===== config.mk =====
export PLATFORM = sky130hd
export DESIGN_NAME = vespa_timer
export DESIGN_NICKNAME = d
export VERILOG_FILES = /design/src/rtl/vespa_timer_pkg.sv /design/src/rtl/vespa_timer_prescaler.sv /design/src/rtl/vespa_timer.sv
export SDC_FILE = /design/constraint.sdc
export NUM_CORES = 1
export LEC_CHECK = 0
export CORE_ASPECT_RATIO = 1.4
export CORE_MARGIN = 2
export CORE_UTILIZATION = 45
export DETAILED_ROUTE_END_ITERATION = 12
export GPL_TIMING_DRIVEN = 0
export PLACE_DENSITY_LB_ADDON = 0.12
export SLEW_MARGIN = 15
export SYNTH_ARGS = -nofsm -noshare
export SYNTH_HDL_FRONTEND = slang
export SYNTH_HIERARCHICAL = 1
export SYNTH_SLANG_ARGS = --single-unit

===== constraint.sdc =====
create_clock -name i_Clk -period 3.7 [get_ports i_Clk]
set_clock_uncertainty 0.2 [all_clocks]
set_input_delay 0.74 -clock i_Clk [delete_from_list [all_inputs] [get_ports i_Clk]]
set_output_delay 0.74 -clock i_Clk [all_outputs]
set_load 0.02 [all_outputs]

===== src/rtl/vespa_timer_pkg.sv =====
// Shared constants and types for the VeSPA down-counting timer.
// Word-index register map (byte address bits [4:2]), CTRL layout and FSM encoding.
package vespa_timer_pkg;

  localparam logic [2:0] TMR_CTRL   = 3'd0;
  localparam logic [2:0] TMR_LOAD   = 3'd1;
  localparam logic [2:0] TMR_COUNT  = 3'd2;
  localparam logic [2:0] TMR_CMP    = 3'd3;
  localparam logic [2:0] TMR_STATUS = 3'd4;

  localparam int CTRL_EN          = 0;
  localparam int CTRL_AUTO_RELOAD = 1;
  localparam int CTRL_IRQ_EN      = 2;
  localparam int CTRL_PWM_EN      = 3;
  localparam int CTRL_PRE_LSB     = 8;
  localparam int CTRL_PRE_MSB     = 15;

  localparam int STAT_EXPIRED = 0;
  localparam int STAT_RUNNING = 1;

  typedef enum logic {
    ST_IDLE = 1'b0,
    ST_RUN  = 1'b1
  } tmr_state_e;

  // EN lives in the FSM state, so the stored CTRL fields exclude it.
  typedef struct packed {
    logic [7:0] prescale;
    logic       pwm_en;
    logic       irq_en;
    logic       auto_reload;
  } tmr_ctrl_t;

endpackage


===== src/rtl/vespa_timer_prescaler.sv =====
// 8-bit prescaler: emits a one-cycle tick every PRESCALE+1 cycles while running.
module vespa_timer_prescaler (
  input  logic       clk_i,
  input  logic       rst_i,
  input  logic       clear_i,
  input  logic       run_i,
  input  logic [7:0] prescale_i,
  output logic       tick_o
);

  logic [7:0] pre_q, pre_d;

  assign tick_o = run_i && (pre_q == prescale_i);

  always_comb begin
    pre_d = pre_q + 8'd1;
    if (clear_i || !run_i || tick_o) pre_d = '0;
  end

  always_ff @(posedge clk_i or posedge rst_i) begin
    if (rst_i) pre_q <= '0;
    else       pre_q <= pre_d;
  end

endmodule


===== src/rtl/vespa_timer.sv =====
// Memory-mapped down-counting timer with prescaler, expiry IRQ and optional PWM.
// Optional PWM (CMP register, CTRL.PWM_EN, o_Pwm) is built only with VESPA_TIMER_PWM_EN.
module vespa_timer
  import vespa_timer_pkg::*;
#(
  parameter logic [31:0] RESET_LOAD = 32'hFFFF_FFFF
) (
  input  logic        i_Clk,
  input  logic        i_Reset,
  input  logic        i_WEnable,
  input  logic [31:0] i_WAddr,
  input  logic [31:0] i_WData,
  input  logic        i_REnable,
  input  logic [31:0] i_RAddr,
  output logic [31:0] o_RData,
  output logic        o_Irq,
  output logic        o_Pwm
);

  tmr_state_e  state_q, state_d;
  tmr_ctrl_t   ctrl_q, ctrl_d;
  logic [31:0] load_q, load_d, count_q, count_d, cmp_rd;
  logic        expired_q, expired_d;
  logic        run, start, tick, expire;
  logic [2:0]  waddr;
  logic        we_ctrl, we_load, we_count, we_status;
  logic        unused_inputs;

  assign unused_inputs = ^{i_WAddr[31:5], i_WAddr[1:0], i_RAddr[31:5], i_RAddr[1:0], i_REnable};

  assign waddr     = i_WAddr[4:2];
  assign we_ctrl   = i_WEnable && (waddr == TMR_CTRL);
  assign we_load   = i_WEnable && (waddr == TMR_LOAD);
  assign we_count  = i_WEnable && (waddr == TMR_COUNT);
  assign we_status = i_WEnable && (waddr == TMR_STATUS);

  vespa_timer_prescaler u_pre (
    .clk_i      (i_Clk),
    .rst_i      (i_Reset),
    .clear_i    (start),
    .run_i      (run),
    .prescale_i (ctrl_q.prescale),
    .tick_o     (tick)
  );

  // A COUNT write in a tick cycle swallows that tick, expiry included.
  assign expire = tick && (count_q == '0) && !we_count;

  always_ff @(posedge i_Clk or posedge i_Reset) begin
    if (i_Reset) state_q <= ST_IDLE;
    else         state_q <= state_d;
  end

  always_comb begin
    state_d = state_q;
    case (state_q)
      ST_IDLE: if (we_ctrl && i_WData[CTRL_EN]) state_d = ST_RUN;
      ST_RUN:  if ((we_ctrl && !i_WData[CTRL_EN]) || (expire && !ctrl_q.auto_reload))
                 state_d = ST_IDLE;
      default: state_d = ST_IDLE;
    endcase
  end

  always_comb begin
    run   = (state_q == ST_RUN);
    start = (state_q == ST_IDLE) && we_ctrl && i_WData[CTRL_EN];
  end

  always_comb begin
    ctrl_d = ctrl_q;
    if (we_ctrl) begin
      ctrl_d.prescale    = i_WData[CTRL_PRE_MSB:CTRL_PRE_LSB];
      ctrl_d.irq_en      = i_WData[CTRL_IRQ_EN];
      ctrl_d.auto_reload = i_WData[CTRL_AUTO_RELOAD];
`ifdef VESPA_TIMER_PWM_EN
      ctrl_d.pwm_en      = i_WData[CTRL_PWM_EN];
`else
      ctrl_d.pwm_en      = 1'b0;
`endif
    end
    load_d = we_load ? i_WData : load_q;
    count_d = count_q;
    if (we_count)   count_d = i_WData;
    else if (start) count_d = load_q;
    else if (tick)  count_d = (count_q != '0) ? count_q - 32'd1
                            : (ctrl_q.auto_reload ? load_q : '0);
    expired_d = expire || (expired_q && !(we_status && i_WData[STAT_EXPIRED]));
  end

  always_ff @(posedge i_Clk or posedge i_Reset) begin
    if (i_Reset) begin
      ctrl_q    <= '0;
      load_q    <= RESET_LOAD;
      count_q   <= '0;
      expired_q <= 1'b0;
    end else begin
      ctrl_q    <= ctrl_d;
      load_q    <= load_d;
      count_q   <= count_d;
      expired_q <= expired_d;
    end
  end

`ifdef VESPA_TIMER_PWM_EN
  logic [31:0] cmp_q, cmp_d;
  logic        pwm_q, pwm_d;
  logic        we_cmp;

  assign we_cmp = i_WEnable && (waddr == TMR_CMP);
  assign cmp_d  = we_cmp ? i_WData : cmp_q;
  assign pwm_d  = run && ctrl_q.pwm_en && (count_q < cmp_q);

  always_ff @(posedge i_Clk or posedge i_Reset) begin
    if (i_Reset) begin
      cmp_q <= '0;
      pwm_q <= 1'b0;
    end else begin
      cmp_q <= cmp_d;
      pwm_q <= pwm_d;
    end
  end

  assign cmp_rd = cmp_q;
  assign o_Pwm  = pwm_q;
`else
  assign cmp_rd = '0;
  assign o_Pwm  = 1'b0;
`endif

  assign o_Irq = expired_q && ctrl_q.irq_en;

  always_comb begin
    o_RData = '0;
    case (i_RAddr[4:2])
      TMR_CTRL: begin
        o_RData[CTRL_EN]                   = run;
        o_RData[CTRL_AUTO_RELOAD]          = ctrl_q.auto_reload;
        o_RData[CTRL_IRQ_EN]               = ctrl_q.irq_en;
        o_RData[CTRL_PWM_EN]               = ctrl_q.pwm_en;
        o_RData[CTRL_PRE_MSB:CTRL_PRE_LSB] = ctrl_q.prescale;
      end
      TMR_LOAD:  o_RData = load_q;
      TMR_COUNT: o_RData = count_q;
      TMR_CMP:   o_RData = cmp_rd;
      TMR_STATUS: begin
        o_RData[STAT_EXPIRED] = expired_q;
        o_RData[STAT_RUNNING] = run;
      end
      default:   o_RData = '0;
    endcase
  end

endmodule

==> metrics.cfg, run 1 <==
[status]
status = complete, no violations

[worst_setup_path]
worst-path-buf-inv = 3
cpPeakStageDelay_ns = 0.56
arrival_ns = 3.70
path_delay_family = buffers and inverters
cp-start-kind = input pin
cp.required_ns = 3.76
r2r_start = ctrl_q[4]
critical_path.max_fanout = 10
cp-startpoint = i_WData[0]
critPathKind = input pin to flip-flop
slowest_stage = clkbuf_1
crit_chain = clkdlybuf4s50_1 -> nor3b_2 -> nand2_1 -> clkinv_1 -> a31oi_1 -> clkbuf_1 -> o211a_1 -> o21ai_0 -> o21ai_1
endpoint_kind = flip-flop

[place]
portBuffers = 73
pre_cts_ws_ns = -0.788
gp_congestion = 0.968
dp_hpwl_mm = 12.7

[sta]
rsz0062_at_grt = no
fin_tns_setup_ns = 0
slew-limit-headroom_pct = 32.2
period_needed_ns = 3.63
worst_slew_pin_slew_ns = 1.01
hold_viol_final = 0
final_max_slew_viol_count = 0
fin_crit_sh_pct = 98.2
setup_violations = 0
whs_ns = 0.318
clock.fmax_mhz = 275
final.setup.worst_slack_ns = 0.0651

[synth]
yosysMostFrequentCell = nor2_1
ys_types = 63
syn_area_per_cell_um2 = 9.72
synthXorXnorAreaFrac_pct = 4.18
synth-adder-area-share_pct = 0.716
syn_inst = 539
synth-compound-area-share_pct = 20.7
ys_async_sr_fraction_pct = 100
synth_top_cell_by_area = dfrtp_1
synth_top_family_by_area = compound AO/OA/AOI/OAI gates
yosysWarningCount = 6
synthMuxAreaShare_pct = 12.3
synth_area_um2 = 5240
synth_edf_count = 0
synth_top_area_share_pct = 24.8
ys_seq_elements = 84
synth_common_cells = nor2_1, dfrtp_1, mux2_2, dfstp_2, clkbuf_1
synthSimpleGateAreaFrac_pct = 16.6
synth_nets = 642
synth_ff_type = dfrtp_1
seq_area_frac_synth_pct = 40.9
synth_area_leaders = dfrtp_1, dfstp_2, mux2_2

[die]
start_util_pct = 46.2
die_h_um = 132
num_rows = 46
ioPinCount = 134
fp.coreArea_um2 = 11300
die_area_um2 = 12500
chipWidth_um = 95.2

[detailed_routing]
via_per_inst = 6.33
num_vias = 4894
wl_per_cell_um = 22.8
drc = 0
drt_pre_antenna_iters = 5
drtIter0Drc = 370
drtAntennaViolNets = 0
wirelength_mm = 17.6

[grt]
grt-ovfl-total = 0
antenna_found_initial = 0
grt_pass1_vias = 4916
grt_pass1_wl_mm = 27.3
groute.usage.overall_pct = 28.7
grt_max_degree = 48

[cts]
cts_hold_buf = 0
cts_tree = yes
cts_buffers = 9
htree_levels = 3
clock_path_buffers = 2
clkTransAtPathRegs_ns = 0.06
clock_latency_ns = 0.34
cts_root_buf = clkbuf_16
clock_sinks = 84

[power_and_ir_drop]
total_power_mw = 3.24
ir_worst_vdd_mv = 0.281
p_leak_nw = 2.53
p_per_area_nw_per_um2 = 497

[min_path]
min_from = load_q[28]
worstHoldPathType = flip-flop to flip-flop

[layout]
fin_util_pct = 57.6
n_antenna_cell = 0
nets = 727
fillers = 1062
area_delta_synth_final_pct = 24.5
drive_gt1_share_pct = 19.9

[flow_run]
cap_viol_max_count = 0

-- cell families after synthesis --
kind of cell             after synthesis
XOR/XNOR                              25
AO/OA/AOI/OAI                        151
other                                  1
adder cells (fa/ha/maj)                3
flip-flops                            84
buffers and inverters                 54
multiplexers                          59
AND/OR/NAND/NOR                      162
-- path summary, 6_finish.rpt --
kind | end | cells past startpoint | slack (ns)
setup / recovery | count_q[20] | 9 | 0.07
hold / removal | count_q[28] | 2 | 0.32
setup reg to reg | count_q[13] | 9 | 0.27
hold reg to reg | count_q[28] | 2 | 0.32
max in group asynchronous | load_q[5] | 3 | 2.06
min in group asynchronous | u_pre/pre_q[2] | 2 | 0.55
-- placed cells by master (no fill, tap or decap), types with 7 or more instances in the layout --
cell type	instances
nand2_1	25
clkbuf_1	24
clkdlybuf4s50_1	61
dfrtp_1	52
a22o_1	21
clkbuf_16	9
o22ai_1	21
inv_1	8
dfstp_2	32
xnor2_1	10
xor2_1	15
nor3_1	8
o21ai_0	18
nand4_1	7
nor2_1	55
mux2_2	43
nand3_1	10
dlygate4sd2_1	11
nor4_1	11
mux2i_1	16
a21oi_1	20
a221oi_1	19
-- power breakdown --
part | switching, mW | total, mW | leakage, nW | internal [mW]
clock network | 0.365 | 0.859 | 0.136 | 0.494
registers | 0.256 | 1.46 | 0.940 | 1.20
logic | 0.500 | 0.931 | 1.46 | 0.431
total | 1.12 | 3.24 | 2.53 | 2.12
-- per-stage QoR --
step | std cells | area, um2
2_1_floorplan | 539 | 5240
6_report | 773 | 6530
5_1_grt | 773 | 6530
4_1_cts | 773 | 6520
3_5_place_dp | 757 | 6190
3_3_place_gp | 756 | 6150
-- layout make-up --
class | count | area [um2] | share of cell area, %
sequential | 84 | 2140 | 32.8
timing repair buffer | 74 | 739 | 11.3
buffer | 44 | 243 | 3.72
clock inverter | 3 | 21.3 | 0.326
clock buffer | 13 | 260 | 3.99
inverter | 10 | 40.0 | 0.613
multi-input combinational | 401 | 2900 | 44.4
tap | 144 | 180 | 2.76
-- repair_timing --
action / 4_1_cts / 5_1_grt
setup endpoints to repair: 50 / 22
pin swaps: 0 / 0
resized for setup: 33 / 5
buffers inserted: 0 / 0
-- metal layers --
layer | part of all wire, % | track usage (%) | up-vias | routed length, um
met5 | 0 | 0 | - | 0
met4 | 4.7 | 14.8 | 0 | 832
met3 | 4.5 | 4.19 | 46 | 799
met2 | 50 | 47.1 | 195 | 8890
met1 | 40 | 36.0 | 2426 | 7100
li1 | - | - | 2227 | -
-- state kept, by name, indices dropped and copies added, names as in the netlist --
register and count:
count_q 32, load_q 32, ctrl_q 10, u_pre/pre_q 8, expired_q 1, run 1
-- tightest hold or removal path, stage by stage, from the launching register on --
cell and delay [ns]:
dfstp_2 0.37, nand2_1 0.05, a21oi_1 0.06
Power figures use the tool's default switching activity.
==> run 2, diff against run 1 <==
- CORE_MARGIN: 2 -> 10
- CORE_UTILIZATION: 45 -> 50
- GPL_TIMING_DRIVEN: 0 -> not set
==> run 2 against run 1 <==
Against the previous run:
- register-to-register slack better by 0.20 ns
- wire length decreased by 7.5%
- hold slack lost 0.0020 ns
- critical endpoint is now o_RData[6]
- flip-flop and latch count unchanged
- clock power grew 7.7%
- combinational power down 12%
- non-clock buffer count is 17 lower
- setup slack got worse by 0.055 ns
- global-route usage shrank 7.0 points
==> metrics.cfg, run 2 (same netlist as run 1, synthesis figures left out) <==
[power_and_ir_drop]
p_per_area_nw_per_um2 = 501  ; +0.76%
p_leak_nw = 2.64  ; +4.4%
ir_worst_vdd_mv = 0.335  ; +19%

[sta]
fin_tns_setup_ns = 0  ; unchanged
final.setup.worst_slack_ns = 0.00997  ; -0.0552 ns
hold_viol_final = 0  ; unchanged
period_needed_ns = 3.69  ; +0.0552 ns
slew-limit-headroom_pct = 49.6  ; +17 points
setup_violations = 0  ; unchanged
fin_crit_sh_pct = 99.7  ; +1.5 points
clock.fmax_mhz = 271  ; -1.5%
whs_ns = 0.316  ; -0.00196 ns
final_max_slew_viol_count = 0  ; unchanged
worst_slew_pin_slew_ns = 0.753  ; -0.255 ns

[cts]
cts_root_buf = clkbuf_16
cts_buffers = 9  ; unchanged
htree_levels = 3  ; unchanged
cts_tree = yes
postCtsSetupRepairBufs = 0  ; unchanged
clock_path_buffers = 2  ; unchanged
clkTransAtPathRegs_ns = 0.06  ; about the same
clock_latency_ns = 0.34  ; about the same
clock_sinks = 84  ; unchanged

[layout]
drive_gt1_share_pct = 21.9  ; +2.0 points
instances_no_fill = 750  ; -3.0%
area_delta_synth_final_pct = 24.9
largestRegisters = count_q: 32 flops, load_q: 32 flops, ctrl_q: 10 flops
nets = 710  ; -2.3%
n_antenna_cell = 0  ; unchanged
mostFrequentLayoutCells = clkdlybuf4s50_1, nor2_1, dfrtp_1
fin_area_um2 = 6550  ; +0.33%
final_common_cell = clkdlybuf4s50_1

[place]
pre_cts_ws_ns = 0.0161  ; +0.804 ns
placed_cells = 734  ; -3.0%
gp_congestion = 0.936  ; -3.3%
portBuffers = 73  ; unchanged
dp_hpwl_mm = 11.4  ; -9.8%
placed_cell_area_um2 = 6220  ; +0.61%

[detailed_routing]
drt_pre_antenna_iters = 5  ; unchanged
drc = 0  ; unchanged
drtIter0Drc = 337  ; -8.9%
highest_layer = met4
num_vias = 4783  ; -2.3%
via_per_inst = 6.38  ; +0.73%
wl_per_cell_um = 21.7  ; -4.7%
dr_wl_met2_mm = 8.29  ; -6.8%
drtAntennaViolNets = 0  ; unchanged
drt-met1-wl_mm = 6.44  ; -9.3%
routed-wl-met3_mm = 1.00  ; +25%
wirelength_mm = 16.3  ; -7.5%

[flow_run]
cap_viol_max_count = 0  ; unchanged

[die]
num_rows = 44  ; -4.3%
ioPinCount = 134  ; unchanged
start_util_pct = 50.9  ; +4.7 points
chipWidth_um = 107  ; +12%
die_area_um2 = 15000  ; +20%
die_h_um = 141  ; +7.2%
fp.coreArea_um2 = 10300  ; -9.2%

[grt]
antenna_found_initial = 0  ; unchanged
grt-ovfl-total = 0  ; unchanged
grt_max_degree = 51  ; +6.3%
groute.usage.overall_pct = 21.7  ; -7.0 points
grt_pass1_wl_mm = 26.5  ; -3.0%
grt_pass1_vias = 4933  ; +0.35%

[worst_setup_path]
arrival_ns = 2.75  ; -0.95 ns
cp.required_ns = 2.76  ; -1.00 ns
cp-start-kind = input pin
endpoint_kind = output port
critPathKind = input pin to output port
critical_path.max_fanout = 21  ; +11

[min_path]
worstHoldPathType = flip-flop to flip-flop

[status]
status = complete, no violations

-- run 2: cell count changes in the layout (fill, tap and decap cells not counted), sizes merged --
cell / before / now
buf: 15 / 28
bufinv: 0 / 1
clkbuf: 44 / 11
clkdlybuf4s50: 61 / 64
clkinvlp: 1 / 2
dlygate4sd2: 11 / 1
dlymetal6s2s: 0 / 8
-- run 2: area by class of cell --
type                    count  area [um2]
repair buffers            101         997
multi-input cells         401        2900
clock inverters             5        58.8
inverters                  10        37.5
well taps                 138         173
flip-flops and latches     84        2140
clock buffers              11         243
fillers                   896        3750
-- run 2: repair_timing --
action,4_1_cts,5_1_grt
setup endpoints to repair,1,20
endpoints found under the hold margin,0,0
gates resized for setup,1,9
hold buffers,0,0
-- run 2: path summary, 6_finish.rpt --
| kind | depth (start not counted) | end | slack (ns) | startpoint |
|---|---|---|---|---|
| min in group asynchronous | 2 | u_pre/pre_q[0] | 0.52 | i_Reset |
| max in group asynchronous | 3 | load_q[13] | 1.88 | i_Reset |
| max reg2reg | 8 | count_q[15] | 0.47 | count_q[8] |
| min reg2reg | 2 | count_q[28] | 0.32 | load_q[28] |
| min | 2 | count_q[28] | 0.32 | load_q[28] |
| max | 6 | o_RData[6] | 0.01 | i_RAddr[2] |
-- run 2: report_power, final --
part / internal (mW) / switching (mW)
Clock: 0.543 / 0.381
Sequential: 1.20 / 0.336
Combinational: 0.427 / 0.394
Total: 2.17 / 1.11
-- run 2: metrics by stage --
| stage | utilization [%] | total power, mW |
|---|---|---|
| after global routing | 63.6 | 3.45 |
| after CTS | 63.4 | 3.29 |
| final | 63.6 | 3.28 |
| after floorplan | - | 2.03 |
| after detailed placement | 60.5 | 2.36 |
| after global placement | 60.5 | 2.33 |
-- run 2: worst max-delay path, cell delays in order --
cell and delay [ns]:
clkdlybuf4s50_1 0.56, nor2b_1 0.22, nor2b_2 0.24, buf_12 0.21
a22o_1 0.17, clkdlybuf4s50_1 0.60
-- run 2: per-layer routing --
| metal | vias up | global-route usage [%] |
|---|---|---|
| met5 | - | 0 |
| met4 | 0 | 9.08 |
| met3 | 40 | 4.47 |
| met2 | 191 | 37.2 |
| met1 | 2372 | 25.5 |
| li1 | 2180 | - |
==> run 3, diff against run 2 <==
- clock period: 3.7 -> 3.9 ns (I/O delays scaled with it)
==> run 3 against run 2 <==
Against the previous run:
- flip-flop and latch count did not move
- design area fell by 0.90%
- first-iteration DRC count fell by 32%
- cell count fell by 0.27%
- sequential power fell by 5%
- die area did not move
- wire length fell by 1.4%
- count of clock-buffer cells in the layout fell by 2
- register-to-register slack improved by 0.17 ns
- critical endpoint is now o_RData[19]
- largest cell class unchanged
==> metrics.cfg, run 3 (same netlist as run 1, synthesis figures left out) <==
[status]
status = complete, no violations

[place]
dp_hpwl_mm = 11.3  ; -1.1%
gp_congestion = 0.904  ; -3.4%
pre_cts_ws_ns = 0.143  ; +0.127 ns
portBuffers = 73  ; unchanged

[power_and_ir_drop]
ir_worst_vdd_mv = 0.279  ; -17%
p_leak_nw = 2.48  ; -6.0%
p_per_area_nw_per_um2 = 468  ; -6.6%

[worst_setup_path]
timing.rr.end = count_q[0]
slowest_stage = clkdlybuf4s50_1
cpPeakStageDelay_ns = 0.62  ; +0.02 ns
endpoint_kind = output port
r2r_cells = 7  ; -1
worst-path-buf-inv = 3  ; unchanged
arrival_ns = 2.81  ; +0.06 ns
cp.required_ns = 2.92  ; +0.16 ns
cp-start-kind = input pin
path_delay_family = buffers and inverters
crit_chain = clkdlybuf4s50_1 -> nor2b_1 -> nor2b_1 -> buf_12 -> a22o_1 -> clkdlybuf4s50_1
critical_path.max_fanout = 21  ; unchanged
r2r_setup_slack_ns = 0.64  ; +0.17 ns
cp_num_cells = 6  ; unchanged
critPathKind = input pin to output port
r2r_start = count_q[8]

[sta]
slew-limit-headroom_pct = 51.2  ; +1.5 points
fin_tns_setup_ns = 0  ; unchanged
worst_slew_pin_slew_ns = 0.726  ; -0.0271 ns
hold_viol_final = 0  ; unchanged
rsz0062_at_grt = no
final.setup.worst_slack_ns = 0.109  ; +0.0987 ns
period_needed_ns = 3.79
fin_crit_sh_pct = 97.2
final_max_slew_viol_count = 0  ; unchanged
setup_violations = 0  ; unchanged
clock.fmax_mhz = 264

[detailed_routing]
wirelength_mm = 16.1  ; -1.4%
drc = 0  ; unchanged
wl_per_cell_um = 21.5  ; -1.2%
via_per_inst = 6.38  ; about the same
drt_pre_antenna_iters = 5  ; unchanged
num_vias = 4770  ; -0.27%
drtIter0Drc = 229  ; -32%
drtAntennaViolNets = 0  ; unchanged

[grt]
grt-ovfl-total = 0  ; unchanged
antenna_found_initial = 0  ; unchanged
grt_pass1_vias = 4946  ; +0.26%
grt_max_degree = 50  ; -2.0%
grt_pass1_wl_mm = 26.3  ; -0.63%
groute.usage.overall_pct = 21.6  ; -0.054 points

[die]
num_rows = 44  ; unchanged
ioPinCount = 134  ; unchanged
chipWidth_um = 107  ; unchanged
die_area_um2 = 15000  ; unchanged
start_util_pct = 50.9  ; unchanged
fp.coreArea_um2 = 10300  ; unchanged
die_h_um = 141  ; unchanged

[layout]
final_common_cell = clkdlybuf4s50_1
largestRegisters = count_q: 32 flops, load_q: 32 flops, ctrl_q: 10 flops
drive_gt1_share_pct = 21.6  ; -0.26 points
fillers = 892  ; -0.45%
mostFrequentLayoutCells = clkdlybuf4s50_1, nor2_1, dfrtp_1
nets = 708  ; -0.28%
n_antenna_cell = 0  ; unchanged
area_delta_synth_final_pct = 23.8

[cts]
cts_root_buf = clkbuf_16
postCtsSetupRepairBufs = 0  ; unchanged
cts_hold_buf = 0  ; unchanged
clock_path_buffers = 2  ; unchanged
clock_sinks = 84  ; unchanged
cts_tree = yes
cts_buffers = 9  ; unchanged
htree_levels = 3  ; unchanged
clkTransAtPathRegs_ns = 0.06  ; about the same
clock_latency_ns = 0.34  ; about the same
post_cts_resized = 0  ; -1

[min_path]
hold_end = count_q[28]
worstHoldPathType = flip-flop to flip-flop
min_from = load_q[28]
min_delay_path_depth = 2  ; unchanged

[flow_run]
cap_viol_max_count = 0  ; unchanged

[run 3: tightest hold or removal path, stage by stage (launching register included)]
cell,delay [ns]
dfstp_2,0.37
nand2_1,0.05
a21oi_1,0.05
[run 3: cell type report]
| cell class | instances | area (um2) | share of cell area (%) |
|---|---|---|---|
| Sequential cell | 84 | 2140 | 33.0 |
| Clock inverter | 7 | 53.8 | 0.829 |
| Tap cell | 138 | 173 | 2.66 |
| Timing Repair Buffer | 99 | 963 | 14.8 |
| Inverter | 10 | 37.5 | 0.578 |
| Multi-Input combinational cell | 401 | 2890 | 44.6 |
| Clock buffer | 9 | 225 | 3.47 |
[run 3: metal layers]
layer / global-route usage [%] / part of all wire, % / up-vias
met4: 10.9 / 3.8 / 0
met2: 36.2 / 50 / 204
met5: 0 / 0 / -
li1: - / - / 2177
met1: 25.3 / 40 / 2343
met3: 4.88 / 6.2 / 46
[run 3: metrics by stage]
| stage | util [%] | power [mW] | cells | cell area, um2 | hold slack [ns] |
|---|---|---|---|---|---|
| floorplan | - | 1.93 | 539 | 5240 | 0.261 |
| global placement | 60.3 | 2.21 | 732 | 6210 | 0.305 |
| detailed placement | 60.3 | 2.24 | 732 | 6210 | 0.307 |
| finish | 63.0 | 3.04 | 748 | 6490 | 0.317 |
| CTS | 63.0 | 3.04 | 748 | 6490 | 0.316 |
| global route | 63.0 | 3.21 | 748 | 6490 | 0.329 |
[run 3: worst max path at each step]
| stage | from | endpoint |
|---|---|---|
| 3_5_place_dp | i_RAddr[2] | o_RData[19] |
| 2_1_floorplan | i_RAddr[3] | o_RData[16] |
| 6_report | i_RAddr[2] | o_RData[19] |
| 5_1_grt | i_RAddr[2] | o_RData[19] |
| 3_3_place_gp | i_RAddr[2] | o_RData[19] |
| 4_1_cts | i_RAddr[2] | o_RData[19] |
[run 3: report_power, final]
group | internal (mW) | total (mW) | switching [mW]
clock | 0.433 | 0.801 | 0.368
combinational | 0.405 | 0.778 | 0.373
sequential | 1.14 | 1.46 | 0.319
total | 1.98 | 3.04 | 1.06
